--- src/rtl/regfile_write_arbiter.sv ---
// Two-requester round-robin write arbiter for the register-file write port, with a 16-entry busy scoreboard and hazard flags.
// Optional macro REGFILE_ARB_R0_ZERO_EN makes register 0 read-as-zero: its writes are dropped and it never shows busy or hazard.
module regfile_write_arbiter #(
    parameter int INIT_PRIO = 0
) (
    input  logic        clk,
    input  logic        reset,
    input  logic        reqValid0,
    input  logic        reqValid1,
    input  logic [3:0]  reqReg0,
    input  logic [3:0]  reqReg1,
    input  logic [31:0] reqData0,
    input  logic [31:0] reqData1,
    output logic        reqReady0,
    output logic        reqReady1,
    input  logic        rsvValid,
    input  logic [3:0]  rsvReg,
    input  logic [3:0]  srcA,
    input  logic [3:0]  srcB,
    input  logic [3:0]  srcC,
    output logic        hazA,
    output logic        hazB,
    output logic        hazC,
    output logic [3:0]  wr,
    output logic        regWrite,
    output logic [31:0] writeData,
    output logic        grantId,
    output logic [15:0] busy
);

`ifdef REGFILE_ARB_R0_ZERO_EN
    localparam logic R0_ZERO = 1'b1;
`else
    localparam logic R0_ZERO = 1'b0;
`endif

    // The pointer holds the last winner, so resetting it to the other requester lets INIT_PRIO win the first tie.
    localparam logic LAST_GRANT_RST = (INIT_PRIO == 0) ? 1'b1 : 1'b0;

    logic        r_lastGrant;
    logic        r_regWrite;
    logic [3:0]  r_wr;
    logic [31:0] r_writeData;
    logic        r_grantId;
    logic [15:0] r_busy;

    logic        w_grant1;
    logic        w_xfer;
    logic [3:0]  w_xferReg;
    logic [31:0] w_xferData;
    logic        w_writeEn;
    logic [15:0] w_busyNext;

    assign w_grant1   = reqValid1 && (!reqValid0 || !r_lastGrant);
    assign reqReady0  = !reset && reqValid0 && !w_grant1;
    assign reqReady1  = !reset && w_grant1;
    assign w_xfer     = (reqValid0 && reqReady0) || (reqValid1 && reqReady1);
    assign w_xferReg  = w_grant1 ? reqReg1 : reqReg0;
    assign w_xferData = w_grant1 ? reqData1 : reqData0;
    assign w_writeEn  = w_xfer && !(R0_ZERO && (w_xferReg == 4'd0));

    // Reservation is applied after the clear so a same-edge reserve of the written register keeps it busy.
    always_comb begin
        w_busyNext = r_busy;
        if (w_xfer) begin
            w_busyNext[w_xferReg] = 1'b0;
        end
        if (rsvValid) begin
            w_busyNext[rsvReg] = 1'b1;
        end
        if (R0_ZERO) begin
            w_busyNext[0] = 1'b0;
        end
    end

    always_ff @(posedge clk or posedge reset) begin
        if (reset) begin
            r_lastGrant <= LAST_GRANT_RST;
            r_regWrite  <= 1'b0;
            r_wr        <= 4'd0;
            r_writeData <= 32'd0;
            r_grantId   <= 1'b0;
            r_busy      <= 16'd0;
        end else begin
            r_regWrite <= w_writeEn;
            r_busy     <= w_busyNext;
            if (w_xfer) begin
                r_lastGrant <= w_grant1;
                r_wr        <= w_xferReg;
                r_writeData <= w_xferData;
                r_grantId   <= w_grant1;
            end
        end
    end

    assign regWrite  = r_regWrite;
    assign wr        = r_wr;
    assign writeData = r_writeData;
    assign grantId   = r_grantId;
    assign busy      = r_busy;

    // A source is hazardous while reserved or while its write is still on the output port this cycle.
    assign hazA = (r_busy[srcA] || (r_regWrite && (r_wr == srcA))) && !(R0_ZERO && (srcA == 4'd0));
    assign hazB = (r_busy[srcB] || (r_regWrite && (r_wr == srcB))) && !(R0_ZERO && (srcB == 4'd0));
    assign hazC = (r_busy[srcC] || (r_regWrite && (r_wr == srcC))) && !(R0_ZERO && (srcC == 4'd0));

endmodule
--- config.mk ---
export PLATFORM = sky130hd
export DESIGN_NAME = regfile_write_arbiter
export DESIGN_NICKNAME = d
export VERILOG_FILES = /design/src/rtl/regfile_write_arbiter.sv
export SDC_FILE = /design/constraint.sdc
export NUM_CORES = 1
export LEC_CHECK = 0
export ABC_AREA = 1
export CORE_MARGIN = 2
export CORE_UTILIZATION = 47
export CTS_BUF_LIST = sky130_fd_sc_hd__clkbuf_16
export CTS_CLUSTER_SIZE = 25
export DETAILED_ROUTE_END_ITERATION = 10
export GPL_ROUTABILITY_DRIVEN = 0
export GPL_TIMING_DRIVEN = 0
export PLACE_DENSITY = 0.84
export SYNTH_ARGS = -nofsm -noshare
export SYNTH_HDL_FRONTEND = slang
export SYNTH_SLANG_ARGS = --single-unit
--- constraint.sdc ---
create_clock -name clk -period 2.9 [get_ports clk]
set_input_delay 0.58 -clock clk [delete_from_list [all_inputs] [get_ports clk]]
set_output_delay 0.58 -clock clk [all_outputs]
set_load 0.005 [all_outputs]
; ---- Word-level counts from Yosys, hierarchy flattened
; Cells that the tools add are included.
; W data, S select, Z words.
[word_totals]
regBits = 55
latch_bits = 0
ram_bits = 0
rom_bits = 0
in_bits = 93
word_cells = 53
memories = 0
[op_classes]
n_addsub = 0
multipliers = 0
n_div = 0
order_cmp = 7
n_eq_ne = 3
shifts = 0
n_mux = 14
bitwise = 3
n_reduce_logical = 20
[ops]
columns = op, count
row1 = $mux W16, 2
row2 = $mux W32, 1
row3 = $lt A4 B5 Y1 const B, 5
row4 = $and A16 B16 Y16, 1
row5 = $not A16 Y16, 1
row6 = $or A16 B16 Y16, 1
row7 = $bmux W1 S4, 3
row8 = $eq A4 B4 Y1, 3
row9 = $logic_and A1 B1 Y1, 11
row10 = $demux W1 S4, 2
row11 = $ge A4 B1 Y1 const B, 2
row12 = $logic_or A1 B1 Y1, 5
row13 = $mux W1, 5
row14 = $logic_not A1 Y1, 4
row15 = $mux W4, 1

; ---- Depth between registers and ports, before layout
[logic_depth]
ltp_word = 13
ltp_mapped = 9
ltp_nobuf = 9

; ---- Worst setup path after synthesis
; Ideal clock, no wire load.
[synth_timing]
path_kind = input-to-reg
startpoint = input reset
endpoint = register r_busy[1] (netlist: busy[1])
arrival_time_ns = 2.005
setup_slack_ns = 0.779
stages = 8
cell_sequence = inv_2 > o21a_2 > buf_6 > nand3_1 > nor2_2 > nand2_1 > nand2_1 > nand2_1
[synth_via]
elab_chain_cells = 8
[synth_lines]
columns = item, line
row1 = start: declaration, 7  ; input logic reset,
row2 = $logic_not A1 Y1 (no line) (*), -
row3 = $logic_and A1 B1 Y1 (2 in a row), 55  ; assign reqReady0 = !reset && reqValid0 && !w_grant1;
row4 = $logic_and A1 B1 Y1, 57  ; assign w_xfer = (reqValid0 && reqReady0) || (reqValid1 && reqReady1);
row5 = $logic_or A1 B1 Y1 (*), 57
row6 = named net w_writeEn, 51  ; logic w_writeEn;
row7 = $mux W16 (*), 65  ; if (w_xfer) begin
row8 = $or A16 B16 Y16 (no line), -
row9 = $mux W16 (*), 68  ; if (rsvValid) begin
row10 = named net w_busyNext[1], 52  ; logic [15:0] w_busyNext;
row11 = end signal: assignment, 86  ; r_busy <= w_busyNext;
row12 = end: declaration, 45  ; logic [15:0] r_busy;
; Mark *: on every way through the listed nets, which the timed path passes. The rest lies on a longest branch.
; A chain may end at the register's enable or synchronous reset.

; ---- Final worst setup path
[layout_timing]
startpoint = input srcC[1]
endpoint = output hazC
[layout_via]
elab_chain_cells = 3
[layout_lines]
columns = item, line
row1 = start: declaration, 20  ; input logic [3:0] srcC,
row2 = $bmux W1 S4 or $eq A4 B4 Y1 (tied branches), 105  ; assign hazC = (r_busy[srcC] || (r_regWrite && (r_wr == srcC))) && !(R0_ZERO && (srcC == 4'd0));
row3 = $mux W1 (implied by the code) or $logic_and A1 B1 Y1 (tied branches), 105
row4 = $logic_or A1 B1 Y1 (*), 105
row5 = end: declaration, 23  ; output logic hazC,
; Mark *: on every way between the ends. The rest lies on a longest branch, timed or not. The select of a mux whose other input is x is not followed.

==> impl_summary.txt <==
----------------------------------------------------
[Place]
  Count of buffers from port buffering ... approximately 150
  Detailed placement HPWL ... between 8 and 9 mm
  Placed Cells incl. Taps ... ~730
  Setup slack after placement ... -138.2 ps

[Setup path]
  Worst path top cell family by delay ... buffers and inverters
  Crit path buffers/inverters ... 3
  Critical path's most frequent cell ... sky130_fd_sc_hd__clkdlybuf4s50_1
  Sequence of cells on the critical path ... clkdlybuf4s50_1, inv_1, o22ai_1, nand3b_1, nand3_1, clkdlybuf4s50_1
  Crit path max-delay cell type ... sky130_fd_sc_hd__clkdlybuf4s50_1
  Worst reg2reg setup slack ... 1370 ps
  Longest individual stage delay on the worst path ... 620 ps
  Critical path data arrival time ... approximately 2300 ps
  Setup crit end kind ... output pin
  Class of the most critical setup path ... in2out
  Crit path required time ... approximately 2300 ps
  Critical Path Start Type ... primary input
  Maximum fanout along the worst path ... 6

[Clocking]
  Root buffer cell ... sky130_fd_sc_hd__clkbuf_16
  Buffer count from post-CTS setup fixing ... 0
  Clk_lat worst skew ... about 290 ps
  Clock net sink count ... between 50 and 60
  TritonCTS clock tree ... done
  Number of CTS-inserted buffers ... 5
  Worst-path clk slew ... around 70 ps
  Buffer levels on the longest clock path ... 2
  Deepest level of the CTS H-tree ... 2

[Cells and area]
  Fraction of the core area covered by cells at the end of the flow ... roughly 73%
  Antenna diode count ... 0
  Layout Nets ... roughly 740
  Fin cells ... 742
  Multi-input combinational cell area ... around 1900 um^2
  Share of post-route cells with drive strength above 1 ... 13.06%
  Most used cells in the layout excluding fill and tap cells ... sky130_fd_sc_hd__nand2_1 (154), sky130_fd_sc_hd__clkdlybuf4s50_1 (146), sky130_fd_sc_hd__nand3_1 (57)
  Fill cell instance count of the final layout ... ~600
  Most common library cell in the layout ignoring fill and taps ... sky130_fd_sc_hd__nand2_1
  Footprint of the flip-flops and latches ... between 1000 and 1500 um^2
  Relative area change from synthesis to final layout ... 48.44%

[Synth]
  Post-synthesis instance area ... between 3000 and 4000 um^2
  Synth top area cells ... sky130_fd_sc_hd__dfrtp_1 (37%), sky130_fd_sc_hd__nand2_1 (16%), sky130_fd_sc_hd__o31ai_2 (9.7%)
  Count of synthesis-stage warnings from yosys ... 0
  Per-instance average area after synthesis ... approximately 7.4 um^2
  Syn Inst Count ... a little under 500
  Net count after synthesis ... about 580
  Cell type contributing the most total cell area after synthesis ... sky130_fd_sc_hd__dfrtp_1
  Count of flip-flops with a built-in enable after synthesis ... 0
  Async S/R FF share, synth ... between 90% and 100%
  #FFs+latches synth ... 55
  Cell variety after synth ... 29
  Share of synthesized area occupied by flip-flops and latches ... roughly two fifths
  Ys flop type ... sky130_fd_sc_hd__dfrtp_1
  Yosys top cell area share ... 37.34%

[Floorplanning]
  Area of the die ... about 8400 um^2
  Effective utilization at floorplan ... 49.10%
  Core region area ... ~7400 um^2
  Die height ... roughly 92 um
  Number of rows in the core area ... 31
  Top-level port count ... about 150
  Die Wd ... 91.75 um

[STA]
  RSZ-0062 raised after global routing ... true
  Final hold vios ... 0
  Setup ws final ... 67.00 ps
  Ratio of final minimum period to clock period ... a little over nine tenths
  Total negative slack ... 0 ps
  Max-slew headroom ... 22.13%
  Final setup violation count ... 0
  Tightest Pin Transition ... 1168 ps
  Worst hold margin ... around 490 ps
  Clock Skews ... 7.995 ps
  Final period demand of the worst path ... 2833 ps
  Max-slew violation count ... 0
  Max Clock Freq ... 353.0 MHz

[Global routing]
  Pin count of the biggest net entering global routing ... 57
  Vias in the first global route ... 3,892
  Initial antenna violation count ... 0
  First-pass GRT wire length ... about 18 mm
  Total track usage ... 27.21%
  Sum of overflow across all layers after global routing ... 0

[Power]
  Max VDD drop ... approximately 0.32 mV
  Pleak ... roughly 2.5 nW
  P per Cell Area ... 504.6 nW/um^2

[Route]
  ANT nets after route ... 0
  Number of iterations in the first detailed-routing pass ... 7
  Total DRC errors in the routed layout ... 0
  Average detailed-routed wire length per instance ... around 15 um
  Routed vias ... roughly 4,000
  Routed wire length ... about 11 mm
  Number of vias per cell after detailed routing ... roughly 5.3
  First-iteration detailed-routing DRC count ... 216

[Min path]
  Worst min-delay path category ... reg2reg

[Run]
  Total of max-cap violations ... 0

[Run status]
  Status ... completed

----------------------------------------------------
==> path summary, 6_finish.rpt <==
check                                  from      endpoint  cells after the start
worst max-delay path                srcC[1]          hazC                      6
worst min-delay path            r_lastGrant   r_lastGrant                      2
worst max register to register  r_lastGrant       busy[9]                      8
worst min register to register  r_lastGrant   r_lastGrant                      2
max in group asynchronous             reset         wr[0]                      2
min in group asynchronous             reset  writeData[5]                      2
==> cell type report <==
type / count / share of cell area, %
repair buffers: 147 / 27.44
clock inverters: 3 / 0.3727
multi-input cells: 364 / 35.22
flip-flops and latches: 55 / 25.65
well taps: 99 / 2.306
plain buffers: 24 / 3.541
inverters: 45 / 3.145
clock buffers: 5 / 2.329
==> state kept, by name, indices dropped and copies added, names as in the netlist <==
signal / count
writeData: 32
r_lastGrant: 1
busy: 16
grantId: 1
wr: 4
regWrite: 1
==> through the flow <==
step / total power (W) / cell area (um^2)
after floorplan: 0.001527 / 3618
after global placement: 0.002090 / 5214
after detailed placement: 0.002116 / 5214
after CTS: 0.002713 / 5359
after global routing: 0.002866 / 5371
final: 0.002710 / 5371
==> worst min-delay path, stage by stage, from the launching register on <==
cell                      delay [ps]
sky130_fd_sc_hd__dfstp_2         380
sky130_fd_sc_hd__nand2_1          60
sky130_fd_sc_hd__nand2_1          40
==> metal layers <==
metal / global-route usage (%) / up-vias / share of wire (%)
met4: 9.950 / 0 / 3.0
met1: 31.36 / 1849 / 40
met5: 0 / - / 0
met3: 7.477 / 27 / 7.9
li1: - / 1896 / -
met2: 48.22 / 173 / 49
==> cell usage after synthesis, types with 4 or more instances <==
cell	instances
sky130_fd_sc_hd__nor2_1	47
sky130_fd_sc_hd__nor2_4	5
sky130_fd_sc_hd__dfrtp_1	54
sky130_fd_sc_hd__buf_2	13
sky130_fd_sc_hd__inv_2	4
sky130_fd_sc_hd__o31ai_2	28
sky130_fd_sc_hd__inv_1	38
sky130_fd_sc_hd__a21oi_1	34
sky130_fd_sc_hd__buf_4	5
sky130_fd_sc_hd__nand2_2	7
sky130_fd_sc_hd__o31ai_1	4
sky130_fd_sc_hd__buf_8	4
sky130_fd_sc_hd__nand2_1	154
sky130_fd_sc_hd__nand3_1	57
sky130_fd_sc_hd__nor3_1	4
sky130_fd_sc_hd__o21ai_0	8
==> timing repair <==
item / CTS / global route
hold buffers: 0 / 0
gates resized for setup: 0 / 3
setup endpoints to repair: 0 / 6
==> kinds of logic (layout without fill, tap and decap cells) <==
logic type	after synthesis	count (layout)	synth area share [%]
AND/OR/NAND/NOR	284	284	34.54
buffers and inverters	69	224	9.786
AO/OA/AOI/OAI	78	78	17.12
XOR/XNOR	2	2	0.4842
flip-flops	55	55	38.07
==> power by group <==
| part | total [W] | switching [W] | internal [W] |
|---|---|---|---|
| clock | 0.000592 | 0.000274 | 0.000319 |
| sequential | 0.00104 | 0.000128 | 0.000914 |
| combinational | 0.00108 | 0.000502 | 0.000574 |
| total | 0.00271 | 0.000903 | 0.00181 |
Note: power is estimated with default switching activity, not from simulation.
